==> src/rtl/multiplier_pkg.sv <==
// Shared types for the shift-add multiplier: sequencer states, default width
// and the per-cycle datapath command encoding.
package multiplier_pkg;

    typedef enum logic [1:0] {IDLE, LOAD, CALC, DONE} mult_state_t;

    localparam int MULT_WIDTH_DEFAULT = 4;

    // One command per cycle reaches the C/A/Q register; NONE means hold.
    typedef enum logic [1:0] {
        CMD_NONE      = 2'd0,
        CMD_LOAD      = 2'd1,
        CMD_ADD_SHIFT = 2'd2,
        CMD_SHIFT     = 2'd3
    } step_cmd_t;

    // Encode the three one-hot strobes. Overlapping strobes are not legal,
    // so priority here is arbitrary.
    function automatic step_cmd_t step_cmd(input logic load, input logic add_shift,
                                           input logic shift);
        step_cmd_t c;
        c = CMD_NONE;
        if (load)           c = CMD_LOAD;
        else if (add_shift) c = CMD_ADD_SHIFT;
        else if (shift)     c = CMD_SHIFT;
        return c;
    endfunction

endpackage

==> src/rtl/multiplier_control_step_counter.sv <==
// Counts CALC steps; flags the final step and wraps to zero after it.
module step_counter #(
    parameter int WIDTH = 4
) (
    input  logic clock,
    input  logic reset,
    input  logic clear,
    input  logic enable,
    output logic last
);

    localparam int CW = $clog2(WIDTH);

    logic [CW-1:0] count;

    assign last = (count == CW'(WIDTH - 1));

    always_ff @(posedge clock) begin
        if (reset || clear)
            count <= '0;
        else if (enable)
            count <= last ? '0 : count + 1'b1;
    end

endmodule

==> src/rtl/multiplier_control.sv <==
// Sequencer for the shift-add multiplier: LOAD once, WIDTH add/shift steps
// chosen by the AQ LSB, then hold DONE until acknowledged.
module multiplier_control
    import multiplier_pkg::*;
#(
    parameter int WIDTH = MULT_WIDTH_DEFAULT
) (
    input  logic clock,
    input  logic reset,
    input  logic start,
    input  logic ack,
    input  logic q0,
    output logic load,
    output logic add_shift,
    output logic shift,
    output logic busy,
    output logic done
);

    mult_state_t state, state_next;
    step_cmd_t   cmd;
    logic        last;

    // Counter is held at zero outside CALC, so every operation starts from step 0.
    step_counter #(.WIDTH(WIDTH)) u_step_counter (
        .clock  (clock),
        .reset  (reset),
        .clear  (state != CALC),
        .enable (state == CALC),
        .last   (last)
    );

    always_ff @(posedge clock) begin
        if (reset)
            state <= IDLE;
        else
            state <= state_next;
    end

    always_comb begin
        state_next = state;
        case (state)
            IDLE: if (start) state_next = LOAD;
            LOAD: state_next = CALC;
            CALC: if (last)  state_next = DONE;
            DONE: if (ack)   state_next = IDLE;
            default: state_next = IDLE;
        endcase
    end

    always_comb begin
        cmd = CMD_NONE;
        case (state)
            LOAD:    cmd = CMD_LOAD;
            CALC:    cmd = q0 ? CMD_ADD_SHIFT : CMD_SHIFT;
            default: cmd = CMD_NONE;
        endcase
        load      = (cmd == CMD_LOAD);
        add_shift = (cmd == CMD_ADD_SHIFT);
        shift     = (cmd == CMD_SHIFT);
        busy      = (state == LOAD) || (state == CALC);
        done      = (state == DONE);
    end

endmodule

==> config.mk <==
export PLATFORM = sky130hd
export DESIGN_NAME = multiplier_control
export DESIGN_NICKNAME = d
export VERILOG_FILES = /design/src/rtl/multiplier_pkg.sv /design/src/rtl/multiplier_control_step_counter.sv /design/src/rtl/multiplier_control.sv
export SDC_FILE = /design/constraint.sdc
export NUM_CORES = 1
export LEC_CHECK = 0
export BUFFER_PORTS_ARGS = -buffer_cell sky130_fd_sc_hd__clkbuf_2
export CAP_MARGIN = 40
export CORE_AREA = 2 2 39 41
export DETAILED_ROUTE_END_ITERATION = 8
export DIE_AREA = 0 0 41 43
export PLACE_DENSITY = 0.39
export SETUP_SLACK_MARGIN = 0.4
export SYNTH_ARGS = -nofsm -noshare
export SYNTH_HDL_FRONTEND = slang
export SYNTH_HIERARCHICAL = 1
export SYNTH_SLANG_ARGS = --single-unit
==> constraint.sdc <==
create_clock -name clock -period 2.3 [get_ports clock]
set_input_delay 0.46 -clock clock [delete_from_list [all_inputs] [get_ports clock]]
set_output_delay 0.46 -clock clock [all_outputs]
set_load 0.005 [all_outputs]
Yosys cells after proc, flatten, opt, wreduce, memory -nomap -nowiden
Cells that the tools add are included.
- equality and inequality tests: 11
- reductions and logical operators: 4
- add/subtract/negate cells: 1
- muxes and demuxes: 7
- operator list (operator ; number):
    == test 2 bit (second input constant) ; 5
    2-to-1 mux 2 bit ; 4
    inequality test 2 bit (second input constant) ; 4
    one-hot mux 2 bit (4 select lines) ; 1
    == test 2 x 1 -> 1 bit (second input constant) ; 2
    one-hot mux 2 bit (2 select lines) ; 1
    AND reduction 3 bit ; 1
    adder 2 x 1 -> 2 bit (second input constant) ; 1
    logical NOT 2 bit ; 1
    logical OR 1 bit ; 2
    2-to-1 mux 1 bit ; 1
- output and inout bits: 5
- register bits after elaboration: 4
- logic and storage cells: 25

Logic depth before layout (Yosys ltp)
- word-level depth: 3
- gate-level depth with buffers: 5

By module
The synthesis kept the hierarchy.
- modules (own cells, without submodules) (module ; area each (um2) ; cells each ; instances):
    multiplier_control ; 217.7 ; 24 ; 1
    step_counter ; 95.1 ; 8 ; 1

Worst setup path before layout
No wires, ideal clock.
- kind: flip-flop to output port
- start point: register state[0]
- end point: output port add_shift
- stages on the path, launching flop included: 6
- arrival: 1.095 ns
- required time: 1.840 ns
- buffers on the path: 0
- path slack: 0.745 ns
- cell sequence: dfxtp_1 > inv_1 > ha_1 > nor2b_1 > o21ai_1 > and2_2
- word-level cells in the longest chain between the ends: 3
- ends and longest elaborated chain (what ; RTL line ; source):
    start, declared ; multiplier_control.sv:20 ; mult_state_t state, state_next;
    start signal, assigned ; multiplier_control.sv:37 ; state <= state_next;
    == test 2 bit or == test 2 x 1 -> 1 bit (tied branches) ; multiplier_control.sv:53 ; case (state)
    one-hot mux 2 bit (2 select lines) (*) ; multiplier_control.sv:53 ;
    == test 2 bit (*) ; multiplier_control.sv:59 ; add_shift = (cmd == CMD_ADD_SHIFT);
    end, declared ; multiplier_control.sv:14 ; output logic add_shift,
Mark *: on every way between the ends. The rest lies on a longest branch, timed or not.

Worst setup path in the final report
Ends and elaborated chain as after synthesis.

==> flow_metrics.py <==
metrics = {
    "routing": {
        "route.detailed.drc": 0,
        "routed_wl_um": 715,
        "drt_iter0_markers": 1,
        "vias": 282,
        "avgViaCountPerCell": 4.41,
        "antenna_left": 0,
        "dr.pass1.iters": 2,
        "wire_per_inst_um": 11.2,
    },
    "layout": {
        "fillers": 148,
        "nets": 62,
        "antenna_cells": 0,
        "drive_above_1_share_pct": 54.2,
        "area_growth_pct": 53.2,
        "multi_input_area_um2": 250,
        "final_cells": 64,
        "seq_area_um2": 85.1,
    },
    "clock_network": {
        "clkLatencyLatePin_ps": 250,
        "cts_tree": "yes",
        "cts_root_buf": "clkbuf_4",
        "ctsHoldBuffers": 0,
        "cts_max_level": 1,
        "numClockSinks": 4,
        "clkTransAtPathRegs_ps": 50,
        "cts_buffer_depth": 2,
        "cts_buffers": 3,
    },
    "worst_setup_path": {
        "arrival_ps": 1350,
        "worst_setup_path_end_kind": "primary output",
        "worst_r2r_path_depth": 6,
        "startpoint_type": "flop",
        "crit_required_ps": 1840,
        "worstReg2RegEnd": "state[0]",
        "worstPathMaxFanout": 4,
        "slowest_stage": "dfxtp_4",
        "timing.rr.start": "state[0]",
        "critPathKind": "flop to primary output",
        "cp.buffers_inverters": 2,
        "crit_chain": "inv_6 > ha_4 > nor2b_2 > o21ai_2 > and2_4 > buf_6",
        "cp_num_cells": 6,
        "crit_path_max_incr_delay_ps": 370,
        "startpoint": "state[0]",
        "r2r_slack_ps": 760,
        "crit_family": "flip-flops",
    },
    "sta": {
        "relSlewSlack_pct": 84.7,
        "skew_ps": 11.7,
        "fin_crit_ps": 1810,
        "finalHoldViolCount": 0,
        "max_freq_mhz": 551,
        "rsz0062_at_grt": "false",
        "maxSlewViolCount": 0,
        "worst_slew_pin_slew_ps": 228,
        "period_share_pct": 78.8,
        "setup_viol": 0,
        "final.setup.tns_ps": 0,
    },
    "floorplanning": {
        "ios": 10,
        "dieArea_um2": 1760,
        "initial_core_util_pct": 22.6,
        "num_rows": 14,
        "coreArea_um2": 1380,
        "die_h_um": 43,
        "fp.dieW_um": 41,
    },
    "logic_synthesis": {
        "syn_nets": 44,
        "syn_avg_cell_area_um2": 9.78,
        "syn_area_um2": 313,
        "synthDistinctLibCells": 16,
        "synth-seq-area-share_pct": 25.6,
        "synth_seq_cells": 4,
        "synth_warnings": 6,
        "syn-instance-count": 32,
    },
    "global_route": {
        "antenna_found_initial": 0,
        "track_usage_pct": 10.3,
        "gr-total-overflow": 0,
        "grt_pass1_vias": 283,
        "grt_max_degree": 6,
        "grt_pass1_wl_um": 1150,
    },
    "pwr": {
        "p_clk_share_pct": 22.0,
        "power.density_nw_per_um2": 892,
        "leakage_nw": 0.217,
        "p_comb_share_pct": 52.7,
        "switching_share_pct": 35.8,
        "ir_drop_mv": 0.407,
        "switching_power_mw": 0.153,
        "seqPwrFrac_pct": 25.3,
        "p_int_mw": 0.274,
    },
    "place": {
        "io_buffers": 9,
        "post-place-cells": 57,
        "dp_hpwl_um": 520,
        "place_congestion": 0.699,
    },
    "worst_hold_path": {
        "holdPathEnd": "u_step_counter/count[0]",
        "min-delay-start": "reset",
        "holdPathStages": 2,
        "hold_path.class": "primary input to flop",
    },
    "job": {
        "drv_cap": 0,
    },
    "status": {
        "status": "finished clean",
    },
}
-- metal layers --
metal / track usage [%] / part of all wire [%]
met1: 11.0 / 37
met2: 14.4 / 52
met3: 3.66 / 7.0
met4: 10.0 / 3.8
met5: 0 / 0
-- flip-flops by register name, indices dropped and copies added, names as in the netlist --
| name | cells |
|---|---|
| state | 2 |
| u_step_counter/count | 2 |
-- area by class of cell --
cell class,count,area share [%]
repair buffers,13,17.0
inverters,4,4.18
clock buffers,3,4.70
multi-input cells,24,52.2
well taps,16,4.18
flip-flops and latches,4,17.8
-- repair_timing --
action,4_1_cts,5_1_grt
pin swaps,1,2
setup buffers,0,4
gates cloned,0,0
gates resized for setup,6,7
setup endpoints to repair,2,1
hold endpoints to repair,0,0
-- layout by cell type, fill, tap and decap left out --
master	n
nand2b_1	3
nor2_1	1
a211oi_1	1
nor2b_1	1
nor2b_2	1
dfxtp_2	1
clkbuf_4	3
a211oi_2	1
nor4_1	1
clkbuf_2	8
a211o_1	1
ha_1	5
inv_1	3
dfxtp_4	1
buf_4	4
ha_4	2
buf_6	1
dfxtp_1	2
mux2i_1	2
o21ai_2	1
nor2b_4	1
or3b_1	1
inv_6	1
and2_4	1
nor3_1	1
-- Yosys cell counts --
library cell / n / area [um^2]
dfxtp_1: 4 / 80.1
nor2_1: 1 / 3.75
or3b_1: 1 / 8.76
nor4_1: 1 / 6.26
o21ai_1: 1 / 5.00
mux2i_1: 2 / 20.0
inv_1: 4 / 15.0
a211oi_1: 1 / 7.51
nor2b_1: 2 / 12.5
nor2b_4: 1 / 13.8
a211oi_2: 1 / 12.5
ha_1: 7 / 87.6
a211o_1: 1 / 8.76
nand2b_1: 3 / 18.8
and2_2: 1 / 7.51
nor3_1: 1 / 5.00
-- power groups by stage --
stage | combinational, mW | sequential, mW | clock, mW
after floorplan | 0.105 | 0.0935 | 0
after global placement | 0.149 | 0.0952 | 0
after detailed placement | 0.152 | 0.0961 | 0
after CTS | 0.178 | 0.101 | 0.0970
after global routing | 0.251 | 0.111 | 0.100
final | 0.225 | 0.108 | 0.0942
-- worst register-to-register path, cell delays in order (launching register included) --
cell,delay [ps]
dfxtp_4,370
inv_6,50
buf_4,120
ha_1,220
nor2b_4,140
a211o_1,300
a211oi_1,240
-- through the flow --
| step | power (mW) | setup slack, ps | instance area [um^2] | hold WS [ps] | utilization (%) |
|---|---|---|---|---|---|
| 3_5_place_dp | 0.248 | 550 | 378 | 505 | 27.3 |
| 6_report | 0.428 | 487 | 479 | 451 | 34.6 |
| 2_1_floorplan | 0.198 | 745 | 313 | 476 | - |
| 3_3_place_gp | 0.244 | 603 | 378 | 497 | 27.3 |
| 5_1_grt | 0.462 | 411 | 479 | 482 | 34.6 |
| 4_1_cts | 0.376 | 426 | 428 | 439 | 30.9 |
-- cell families (layout without fill, tap and decap cells) --
family,count (synthesis),after routing,share of synthesized area (%)
fa+ha+maj,7,7,28.0
mux,2,2,6.40
flops,4,4,25.6
compound gates,4,4,10.8
simple gates,11,11,24.4
buf+inv,4,20,4.80
-- worst max-delay path by stage --
| stage | end | slack (ps) |
|---|---|---|
| 2_1_floorplan | add_shift | 740 |
| 6_report | add_shift | 490 |
| 4_1_cts | add_shift | 430 |
| 5_1_grt | add_shift | 410 |
| 3_5_place_dp | add_shift | 550 |
| 3_3_place_gp | add_shift | 600 |
Note: power is estimated with default switching activity, not from simulation.
